### src/rtl/drac_pkg.sv
// Shared types for the core-side instruction-cache fetch path.
package drac_pkg;

   localparam int unsigned ADDR_W         = 40;
   localparam int unsigned IDX_W          = 12;
   localparam int unsigned LINE_W         = 128;
   localparam int unsigned ICACHE_TIMEOUT = 64;
   localparam int unsigned TAG_W          = ADDR_W - 4;

   typedef logic [ADDR_W-1:0]       addr_t;
   typedef logic [IDX_W-1:0]        icache_idx_t;
   typedef logic [ADDR_W-IDX_W-1:0] icache_vpn_t;
   typedef logic [LINE_W-1:0]       icache_line_t;
   typedef logic [TAG_W-1:0]        line_tag_t;

   typedef enum logic [1:0] {IDLE, REQ, WAIT, HOLD} fetch_state_t;

endpackage

### src/rtl/icache_fetch_req_if.sv
// ICACHE_REQ / ICACHE_RESP bundle between the fetch initiator and the icache.
interface icache_fetch_req_if;
   import drac_pkg::*;

   logic         icache_req_ready_i;
   logic         icache_req_valid_o;
   icache_idx_t  icache_req_idx_o;
   icache_vpn_t  icache_req_vpn_o;
   logic         icache_req_kill_o;
   logic         icache_resp_valid_i;
   icache_line_t icache_resp_data_i;
   addr_t        icache_resp_vaddr_i;

   modport master (
      input  icache_req_ready_i,
      output icache_req_valid_o,
      output icache_req_idx_o,
      output icache_req_vpn_o,
      output icache_req_kill_o,
      input  icache_resp_valid_i,
      input  icache_resp_data_i,
      input  icache_resp_vaddr_i
   );

   modport slave (
      output icache_req_ready_i,
      input  icache_req_valid_o,
      input  icache_req_idx_o,
      input  icache_req_vpn_o,
      input  icache_req_kill_o,
      output icache_resp_valid_i,
      output icache_resp_data_i,
      output icache_resp_vaddr_i
   );

endinterface

### src/rtl/fetch_line_buffer.sv
// One-line instruction buffer: tag/data registers, hit compare and word select.
module fetch_line_buffer
   import drac_pkg::*;
(
   input  logic         clk_i,
   input  logic         rst_i,
   input  logic         capture,
   input  logic         inval,
   input  icache_line_t line_in,
   input  line_tag_t    tag_in,
   input  line_tag_t    lookup_tag,
   input  logic [1:0]   sel,
   output logic         hit,
   output logic [31:0]  word
);

   logic         line_valid_q;
   icache_line_t data_q;
   line_tag_t    tag_q;

   // NOTE: clocked state is written with <= so every register samples pre-edge values.
   always_ff @(posedge clk_i) begin
      if (rst_i)        line_valid_q <= 1'b0;
      else if (inval)   line_valid_q <= 1'b0;
      else if (capture) line_valid_q <= 1'b1;
   end

   // NOTE: data and tag have no reset; line_valid_q alone qualifies them.
   always_ff @(posedge clk_i) begin
      if (capture) begin
         data_q <= line_in;
         tag_q  <= tag_in;
      end
   end

   assign hit  = line_valid_q & (tag_q == lookup_tag);
   assign word = data_q[{sel, 5'd0} +: 32];

endmodule

### src/rtl/icache_fetch_req.sv
// Fetch-side icache initiator: PC -> ICACHE_REQ, matching ICACHE_RESP -> one instruction.
module icache_fetch_req
   import drac_pkg::*;
#(
   parameter int unsigned TIMEOUT_CYCLES = ICACHE_TIMEOUT
) (
   input  logic               clk_i,
   input  logic               rst_i,
   input  logic               pc_valid_i,
   input  addr_t              pc_i,
   output logic               pc_ready_o,
   input  logic               flush_i,
   input  logic               inval_i,
   icache_fetch_req_if.master icache,
   output logic               instr_valid_o,
   output logic [31:0]        instr_o,
   output addr_t              instr_pc_o,
   input  logic               instr_ready_i,
   output logic [15:0]        timeout_cnt_o
);

   fetch_state_t state_q, state_d;
   addr_t        pc_q;
   logic [15:0]  wait_cnt_q, reissue_q;
   logic         ready_q, req_valid_q, kill_q, instr_valid_q;
   logic         ready_d, req_valid_d, kill_d, instr_valid_d;
   logic         accept, resp_match, timed_out, capture, reissue, hit;
   logic [31:0]  word;
   logic         unused_vaddr_bits;

   assign pc_ready_o        = ready_q & ~flush_i;
   assign accept            = pc_valid_i & pc_ready_o;
   assign resp_match        = icache.icache_resp_valid_i &
                              (icache.icache_resp_vaddr_i[ADDR_W-1:4] == pc_q[ADDR_W-1:4]);
   assign timed_out         = (wait_cnt_q == 16'(TIMEOUT_CYCLES - 1));
   assign capture           = (state_q == WAIT) & resp_match & ~flush_i;
   assign reissue           = (state_q == WAIT) & ~resp_match & timed_out & ~flush_i;
   assign unused_vaddr_bits = ^icache.icache_resp_vaddr_i[3:0];

   fetch_line_buffer u_line_buffer (
      .clk_i      (clk_i),
      .rst_i      (rst_i),
      .capture    (capture),
      .inval      (inval_i),
      .line_in    (icache.icache_resp_data_i),
      .tag_in     (pc_q[ADDR_W-1:4]),
      .lookup_tag (pc_i[ADDR_W-1:4]),
      .sel        (pc_q[3:2]),
      .hit        (hit),
      .word       (word)
   );

   // NOTE: every always_comb output gets a default first so no latch is inferred.
   always_comb begin
      state_d = state_q;
      unique case (state_q)
         IDLE:    if (accept) state_d = hit ? HOLD : REQ;
         REQ:     if (icache.icache_req_ready_i) state_d = WAIT;
         WAIT: begin
            if (resp_match)     state_d = HOLD;
            else if (timed_out) state_d = REQ;
         end
         HOLD:    if (instr_ready_i) state_d = IDLE;
         default: state_d = IDLE;
      endcase
      if (flush_i) state_d = IDLE;
   end

   // Outputs are registered from the next state, so they trail the decision by one edge.
   always_comb begin
      ready_d       = (state_d == IDLE);
      req_valid_d   = (state_d == REQ);
      instr_valid_d = (state_d == HOLD);
      if (flush_i)
         kill_d = (state_q == WAIT) | ((state_q == REQ) & icache.icache_req_ready_i);
      else
         kill_d = reissue;
   end

   always_ff @(posedge clk_i) begin
      if (rst_i) begin
         state_q       <= IDLE;
         ready_q       <= 1'b0;
         req_valid_q   <= 1'b0;
         kill_q        <= 1'b0;
         instr_valid_q <= 1'b0;
         wait_cnt_q    <= '0;
         reissue_q     <= '0;
      end else begin
         state_q       <= state_d;
         ready_q       <= ready_d;
         req_valid_q   <= req_valid_d;
         kill_q        <= kill_d;
         instr_valid_q <= instr_valid_d;
         if (state_q == REQ && icache.icache_req_ready_i) wait_cnt_q <= '0;
         else if (state_q == WAIT)                        wait_cnt_q <= wait_cnt_q + 16'd1;
         if (reissue && reissue_q != 16'hFFFF)            reissue_q  <= reissue_q + 16'd1;
      end
   end

   always_ff @(posedge clk_i) begin
      if (accept) pc_q <= pc_i;
   end

   assign icache.icache_req_valid_o = req_valid_q;
   assign icache.icache_req_idx_o   = req_valid_q ? {pc_q[IDX_W-1:4], 4'b0000} : '0;
   assign icache.icache_req_vpn_o   = req_valid_q ? pc_q[ADDR_W-1:IDX_W] : '0;
   assign icache.icache_req_kill_o  = kill_q;
   assign instr_valid_o             = instr_valid_q;
   assign instr_o                   = instr_valid_q ? word : '0;
   assign instr_pc_o                = instr_valid_q ? pc_q : '0;
   assign timeout_cnt_o             = reissue_q;

endmodule

### src/flat_wrapper.sv
// flat-port wrapper written by rule: the top's interface ports become plain ports
module icache_fetch_req_flat import drac_pkg::*;
#(
   parameter int unsigned TIMEOUT_CYCLES = ICACHE_TIMEOUT
)
  (clk_i, rst_i, pc_valid_i, pc_i, pc_ready_o, flush_i, inval_i, instr_valid_o, instr_o, instr_pc_o, instr_ready_i, timeout_cnt_o, icache_icache_req_ready_i, icache_icache_req_valid_o, icache_icache_req_idx_o, icache_icache_req_vpn_o, icache_icache_req_kill_o, icache_icache_resp_valid_i, icache_icache_resp_data_i, icache_icache_resp_vaddr_i);
  icache_fetch_req_if icache_i ();
  input  logic clk_i;
  input  logic rst_i;
  input  logic pc_valid_i;
  input  addr_t pc_i;
  output logic pc_ready_o;
  input  logic flush_i;
  input  logic inval_i;
  output logic instr_valid_o;
  output logic [31:0] instr_o;
  output addr_t instr_pc_o;
  input  logic instr_ready_i;
  output logic [15:0] timeout_cnt_o;
  input wire logic [$bits(icache_i.icache_req_ready_i)-1:0] icache_icache_req_ready_i;
  output wire logic [$bits(icache_i.icache_req_valid_o)-1:0] icache_icache_req_valid_o;
  output wire logic [$bits(icache_i.icache_req_idx_o)-1:0] icache_icache_req_idx_o;
  output wire logic [$bits(icache_i.icache_req_vpn_o)-1:0] icache_icache_req_vpn_o;
  output wire logic [$bits(icache_i.icache_req_kill_o)-1:0] icache_icache_req_kill_o;
  input wire logic [$bits(icache_i.icache_resp_valid_i)-1:0] icache_icache_resp_valid_i;
  input wire logic [$bits(icache_i.icache_resp_data_i)-1:0] icache_icache_resp_data_i;
  input wire logic [$bits(icache_i.icache_resp_vaddr_i)-1:0] icache_icache_resp_vaddr_i;
  assign icache_i.icache_req_ready_i = icache_icache_req_ready_i;
  assign icache_icache_req_valid_o = icache_i.icache_req_valid_o;
  assign icache_icache_req_idx_o = icache_i.icache_req_idx_o;
  assign icache_icache_req_vpn_o = icache_i.icache_req_vpn_o;
  assign icache_icache_req_kill_o = icache_i.icache_req_kill_o;
  assign icache_i.icache_resp_valid_i = icache_icache_resp_valid_i;
  assign icache_i.icache_resp_data_i = icache_icache_resp_data_i;
  assign icache_i.icache_resp_vaddr_i = icache_icache_resp_vaddr_i;
  icache_fetch_req #(.TIMEOUT_CYCLES(TIMEOUT_CYCLES)) u_core (.clk_i(clk_i), .rst_i(rst_i), .pc_valid_i(pc_valid_i), .pc_i(pc_i), .pc_ready_o(pc_ready_o), .flush_i(flush_i), .inval_i(inval_i), .icache(icache_i), .instr_valid_o(instr_valid_o), .instr_o(instr_o), .instr_pc_o(instr_pc_o), .instr_ready_i(instr_ready_i), .timeout_cnt_o(timeout_cnt_o));
endmodule
### config.mk
export PLATFORM = sky130hd
export DESIGN_NAME = icache_fetch_req_flat
export DESIGN_NICKNAME = d
export VERILOG_FILES = /design/src/rtl/drac_pkg.sv /design/src/rtl/icache_fetch_req_if.sv /design/src/rtl/fetch_line_buffer.sv /design/src/rtl/icache_fetch_req.sv /design/src/flat_wrapper.sv
export SDC_FILE = /design/constraint.sdc
export NUM_CORES = 1
export LEC_CHECK = 0
export CORE_ASPECT_RATIO = 0.9
export CORE_MARGIN = 8
export CORE_UTILIZATION = 46
export DETAILED_ROUTE_END_ITERATION = 16
export GPL_ROUTABILITY_DRIVEN = 0
export PLACE_DENSITY = 0.89
export SLEW_MARGIN = 20
export SYNTH_ARGS = -nofsm -noshare
export SYNTH_HDL_FRONTEND = slang
export SYNTH_SLANG_ARGS = --single-unit
### constraint.sdc
create_clock -name clk_i -period 22.2 [get_ports clk_i]
set_clock_uncertainty 0.05 [all_clocks]
set_input_delay 6.66 -clock clk_i [delete_from_list [all_inputs] [get_ports clk_i]]
set_output_delay 6.66 -clock clk_i [all_outputs]
set_load 0.01 [all_outputs]
# Word level (Yosys, flattened, before mapping)
# Index checks and enable logic that the tools add are counted.
# word_totals
reg_bits	243
out_inout_bits	132
# op_classes
add_sub_neg	2
n_eq_ne	9
shifts	1
n_mux	13
n_bitwise	13
reduce_logical	6
# ops
cell	count
$shiftx 128x8->32	1
$eq 36x36->1	2
$mux 40	1
$add 16x1->16 const B	2
$mux 32	1
$mux 28	1
$eq 16x6->1 const B	1
$ne 16x16->1 const B	1
$mux 2	7
$mux 12	1
$and 1x1->1	10
$pmux 2 s4	1
$eq 2x2->1 const B	3
$eq 2x1->1 const B	2
$logic_not 2->1	2
$reduce_or 2->1	2
$logic_and 1x1->1	2
$not 1->1	2
$mux 1	1
$or 1x1->1	1

# Longest topological paths before layout
# logic_depth
word_depth	7
mapped_depth	9
depth_no_buf	7

# Hierarchy
# Synthesis repeated with hierarchy kept, for this count alone.
# unflattened
hier_cells	707
hier_area_um2	10468.8
# by_module_without_submodules
module	n_inst	cells_each	area_each_um2	seq_area_each_um2
fetch_line_buffer	1	255	6160.9	4944.7
icache_fetch_req	1	452	4307.9	1961.9

# Worst setup path before layout
# OpenSTA, ideal clock, no wires.
# synth_timing
kind	input port to flip-flop
start	in icache_icache_resp_vaddr_i[36]
end	reg u_core.req_valid_q, in the netlist u_core.icache.icache_req_valid_o
arrival_time_ns	17.970
path_slack_ns	4.082
path_stages	6
n_path_buf	0
cell_sequence	xor2_1 > or4_1 > or4_4 > nor4b_2 > o21bai_1 > nor2b_1
# synth_via
elab_chain_cells	6
# synth_rtl
item	line_no	source
start, declared	flat_wrapper.sv:27	input wire logic [$bits(icache_i.icache_resp_vaddr_i)-1:0] icache_icache_resp_vaddr_i;
$eq 36x36->1	icache_fetch_req.sv:34	(icache.icache_resp_vaddr_i[ADDR_W-1:4] == pc_q[ADDR_W-1:4]);
$and 1x1->1	icache_fetch_req.sv:33	assign resp_match = icache.icache_resp_valid_i &
$mux 2	icache_fetch_req.sv:60	if (resp_match) state_d = HOLD;
$pmux 2 s4	icache_fetch_req.sv:56	unique case (state_q)
$mux 2	icache_fetch_req.sv:66	if (flush_i) state_d = IDLE;
$eq 2x1->1	icache_fetch_req.sv:72	req_valid_d = (state_d == REQ);
end signal, assigned	icache_fetch_req.sv:92	req_valid_q <= req_valid_d;
end, declared	icache_fetch_req.sv:25	logic ready_q, req_valid_q, kill_q, instr_valid_q;
# Every way passes these cells.
# A chain may end at the register's enable or synchronous reset.

# Worst setup path after layout
# layout_timing
start	in flush_i
end	out pc_ready_o
# layout_via
elab_chain_cells	2
# layout_rtl
item	line_no	source
start, declared	flat_wrapper.sv:13	input logic flush_i;
$not 1->1	icache_fetch_req.sv:31	assign pc_ready_o = ready_q & ~flush_i;
$and 1x1->1	icache_fetch_req.sv:31	
end, declared	flat_wrapper.sv:12	output logic pc_ready_o;
# Every way passes these cells.

==> reports/qor.txt <==
final instance area -> 0.0150 mm2
H-Tree Depth -> 1
leakage dissipation -> 4.98 nW
Top FF cell, synth -> edfxtp_1
drt total wl -> 31600 um
Residual DRC -> 0
worst r2r src -> u_core.pc_q[36]$_DFFE_PP_
Clock Pin Slew Worst Setup and Hold Paths -> 60 ps
RSZ-0062 raised after global routing -> false
Core Region -> 0.0224 mm2
outcome -> completed
setup TNS -> 0 ps
Tmin final -> 14630 ps
# clock sinks -> 243
std cell rows -> 52
CTS Buffer Depth -> 3
fin. max-slew vios -> 0
Fill cells -> 1552
GRT Resource Usage Total -> 22.1%
R2R Setup Slk -> 18200 ps
Worst Reg-to-Reg Cells -> 6
total CTS buffers -> 25
Synth warnings -> 0
Fin. Hold Viols -> 0
die span in y -> 159 um
CP startpoint -> flush_i
cell depth of the worst min-delay path -> 2
CP max FO -> 5
first-pass GRT wire length -> 46900 um
remaining global-route overflow -> 0
WL per Instance -> 23.2 um
sequential fraction of the synthesis area -> 66.1%
layout cells sized above 1 -> 8.65%
CP startpoint kind -> input pin
CP endpoint kind -> primary output
worst skew pair latency -> 530 ps
TritonCTS clock tree -> done
final setup vio count -> 0
Placed Cells -> 1316
Rel. slew slack -> 31.4%
Worst Hold End -> u_core.wait_cnt_q[1]$_SDFFE_PP0P_
CP required -> 15490 ps
# Max-Cap Violations -> 0
dpl hpwl -> 24000 um
post_cts resized -> 0
post-route ant nets -> 0
measured slew at the worst slew-check pin -> 1030 ps
area added between synthesis and finish -> 43.4%
class of the worst hold path -> flop to flop
DR pass1 iterations -> 5
Initial Util -> 46.7%
Critical R2R Capture -> u_core.u_line_buffer.tag_q[32]$_DFFE_PP_
non-filler cells, final -> 1364
Vias per Instance -> 5.25
post-CTS setup buffers -> 0
I/O Buffers -> 339
Yosys cell types -> 47
number of synthesized flops with an enable pin -> 204
CP arrival -> 7920 ps
Cells after Synth -> 699
Max Clk Rate -> 68.4 MHz
Top Ports -> 348
via count -> 7167
CTS Root Cell -> clkbuf_16
hold buffers post-CTS -> 0
vias in the first global route -> 7659
#FFs+latches synth -> 243
DR iter-0 viols -> 382
Post-DP Area -> 0.0142 mm2
Tcrit/Tclk final -> 65.9%
syn avg cell area -> 14.9 um2
pin count of the biggest net entering global routing -> 67
Netlist Area Pre-Place -> 0.0104 mm2
initial antenna violation count -> 3
Die Area -> 0.0278 mm2
Synth async-reset ratio -> 0%
critical path class -> input pin to primary output
die span in x -> 175 um
maximum vdd drop -> 0.0630 mV
Final nets -> 1264
PwrDens -> 66.2 mW/mm2
hold path start -> u_core.wait_cnt_q[1]$_SDFFE_PP0P_
[cells in the final DEF (no fill, tap or decap), types with 7 or more instances in the layout]
master           count
or4_1               14
a21oi_2              9
nor4_1              14
xor2_1              54
clkdlybuf4s50_1    339
edfxtp_1           204
clkbuf_1             8
nand3_1             12
a21oi_1             11
xnor2_1             35
buf_4                9
and2_1             109
mux4_2              32
nand4_1             23
o31ai_1             13
nor3_1               7
nand2_1             15
clkbuf_16           25
nor2_1              24
dfxtp_1             38
[worst max-delay path by stage]
stage | cells past startpoint | slack (ps) | to
2_1_floorplan | 6 | 4080 | u_core.icache.icache_req_valid_o$_SDFF_PP0_
3_3_place_gp | 3 | 7600 | pc_ready_o
3_5_place_dp | 3 | 7590 | pc_ready_o
4_1_cts | 3 | 7570 | pc_ready_o
5_1_grt | 3 | 7550 | pc_ready_o
6_report | 3 | 7570 | pc_ready_o
[routing by layer]
layer	GRT usage [%]	vias to the layer above	part of all wire [%]
met5	0	-	0
met4	8.20	0	3.7
met3	6.26	69	7.2
met2	38.5	281	51
met1	25.4	3495	38
li1	-	3322	-
[metrics by stage]
stage	hold slack, ps	setup WS, ps	utilization, %	total power, mW
2_1_floorplan	399	4080	-	0.527
3_3_place_gp	415	7600	63.2	0.577
3_5_place_dp	428	7590	63.2	0.579
4_1_cts	438	7570	66.9	1.00
5_1_grt	463	7550	66.9	1.02
6_report	434	7570	66.9	0.993
[critical path, cell delays in order]
cell	delay, ps
clkdlybuf4s50_1	500
nor2b_1	180
clkdlybuf4s50_1	570
[Yosys cell counts (2+ instances only)]
master / n / area share [%]
nand4_1: 23 / 1.4
o21bai_1: 2 / 0.14
dfxtp_1: 39 / 7.5
o21ai_1: 2 / 0.096
or4_1: 14 / 1.0
xnor2_1: 35 / 2.9
nor3b_1: 2 / 0.14
ha_1: 2 / 0.24
mux4_2: 32 / 6.9
or3_1: 3 / 0.18
a21oi_1: 11 / 0.53
nor4_1: 14 / 0.84
a21oi_2: 9 / 0.75
nor2b_1: 5 / 0.30
nand3_1: 12 / 0.57
clkbuf_1: 21 / 0.75
inv_1: 5 / 0.18
o21ai_0: 4 / 0.19
and2_1: 110 / 6.6
xor2_1: 54 / 4.5
and3_1: 4 / 0.24
nor3_1: 7 / 0.34
nand2_1: 15 / 0.54
nor4b_1: 2 / 0.17
buf_4: 4 / 0.29
buf_1: 3 / 0.11
nor2_1: 24 / 0.86
edfxtp_1: 204 / 59
and4_1: 6 / 0.50
o31ai_1: 13 / 0.93
nand2b_1: 2 / 0.12
[registers in the layout, summed over array words and instances, names as in the netlist]
name and flops:
u_core.state_q 2, u_core.pc_q 40, u_core.ready_q 1, u_core.wait_cnt_q 16
u_core.icache.icache_req_valid_o 1, u_core.u_line_buffer.line_valid_q 1, u_core.instr_valid_o 1, u_core.icache.icache_req_kill_o 1
u_core.timeout_cnt_o 16, u_core.u_line_buffer.tag_q 36, u_core.u_line_buffer.data_q 128
[cell families (layout without fill, tap and decap cells)]
group	after synthesis	count (layout)	share of synthesized area, %
AO/OA/AOI/OAI	47	47	3.28
adder cells (fa/ha/maj)	2	2	0.239
XOR/XNOR	89	89	7.46
flip-flops	243	243	66.1
buffers and inverters	36	398	1.63
multiplexers	33	33	7.01
AND/OR/NAND/NOR	248	248	14.2
other	1	7	0.0359
[final cells by class]
class                      count  area [um2]  share of cell area (%)
inverter                       5        18.8                   0.125
timing repair buffer         348        3460                    23.1
tap                          297         372                    2.48
sequential                   243        6910                    46.1
antenna                        3        7.51                  0.0501
clock inverter                10         141                   0.944
clock buffer                  35         683                    4.56
multi-input combinational    423        3390                    22.6
[report_power, final]
| group | total, mW | switching (mW) | leakage (nW) | internal [mW] |
|---|---|---|---|---|
| logic | 0.0688 | 0.0238 | 2.43 | 0.0451 |
| registers | 0.500 | 0.00366 | 2.15 | 0.496 |
| clock network | 0.424 | 0.173 | 0.404 | 0.251 |
Power figures use the tool's default switching activity.
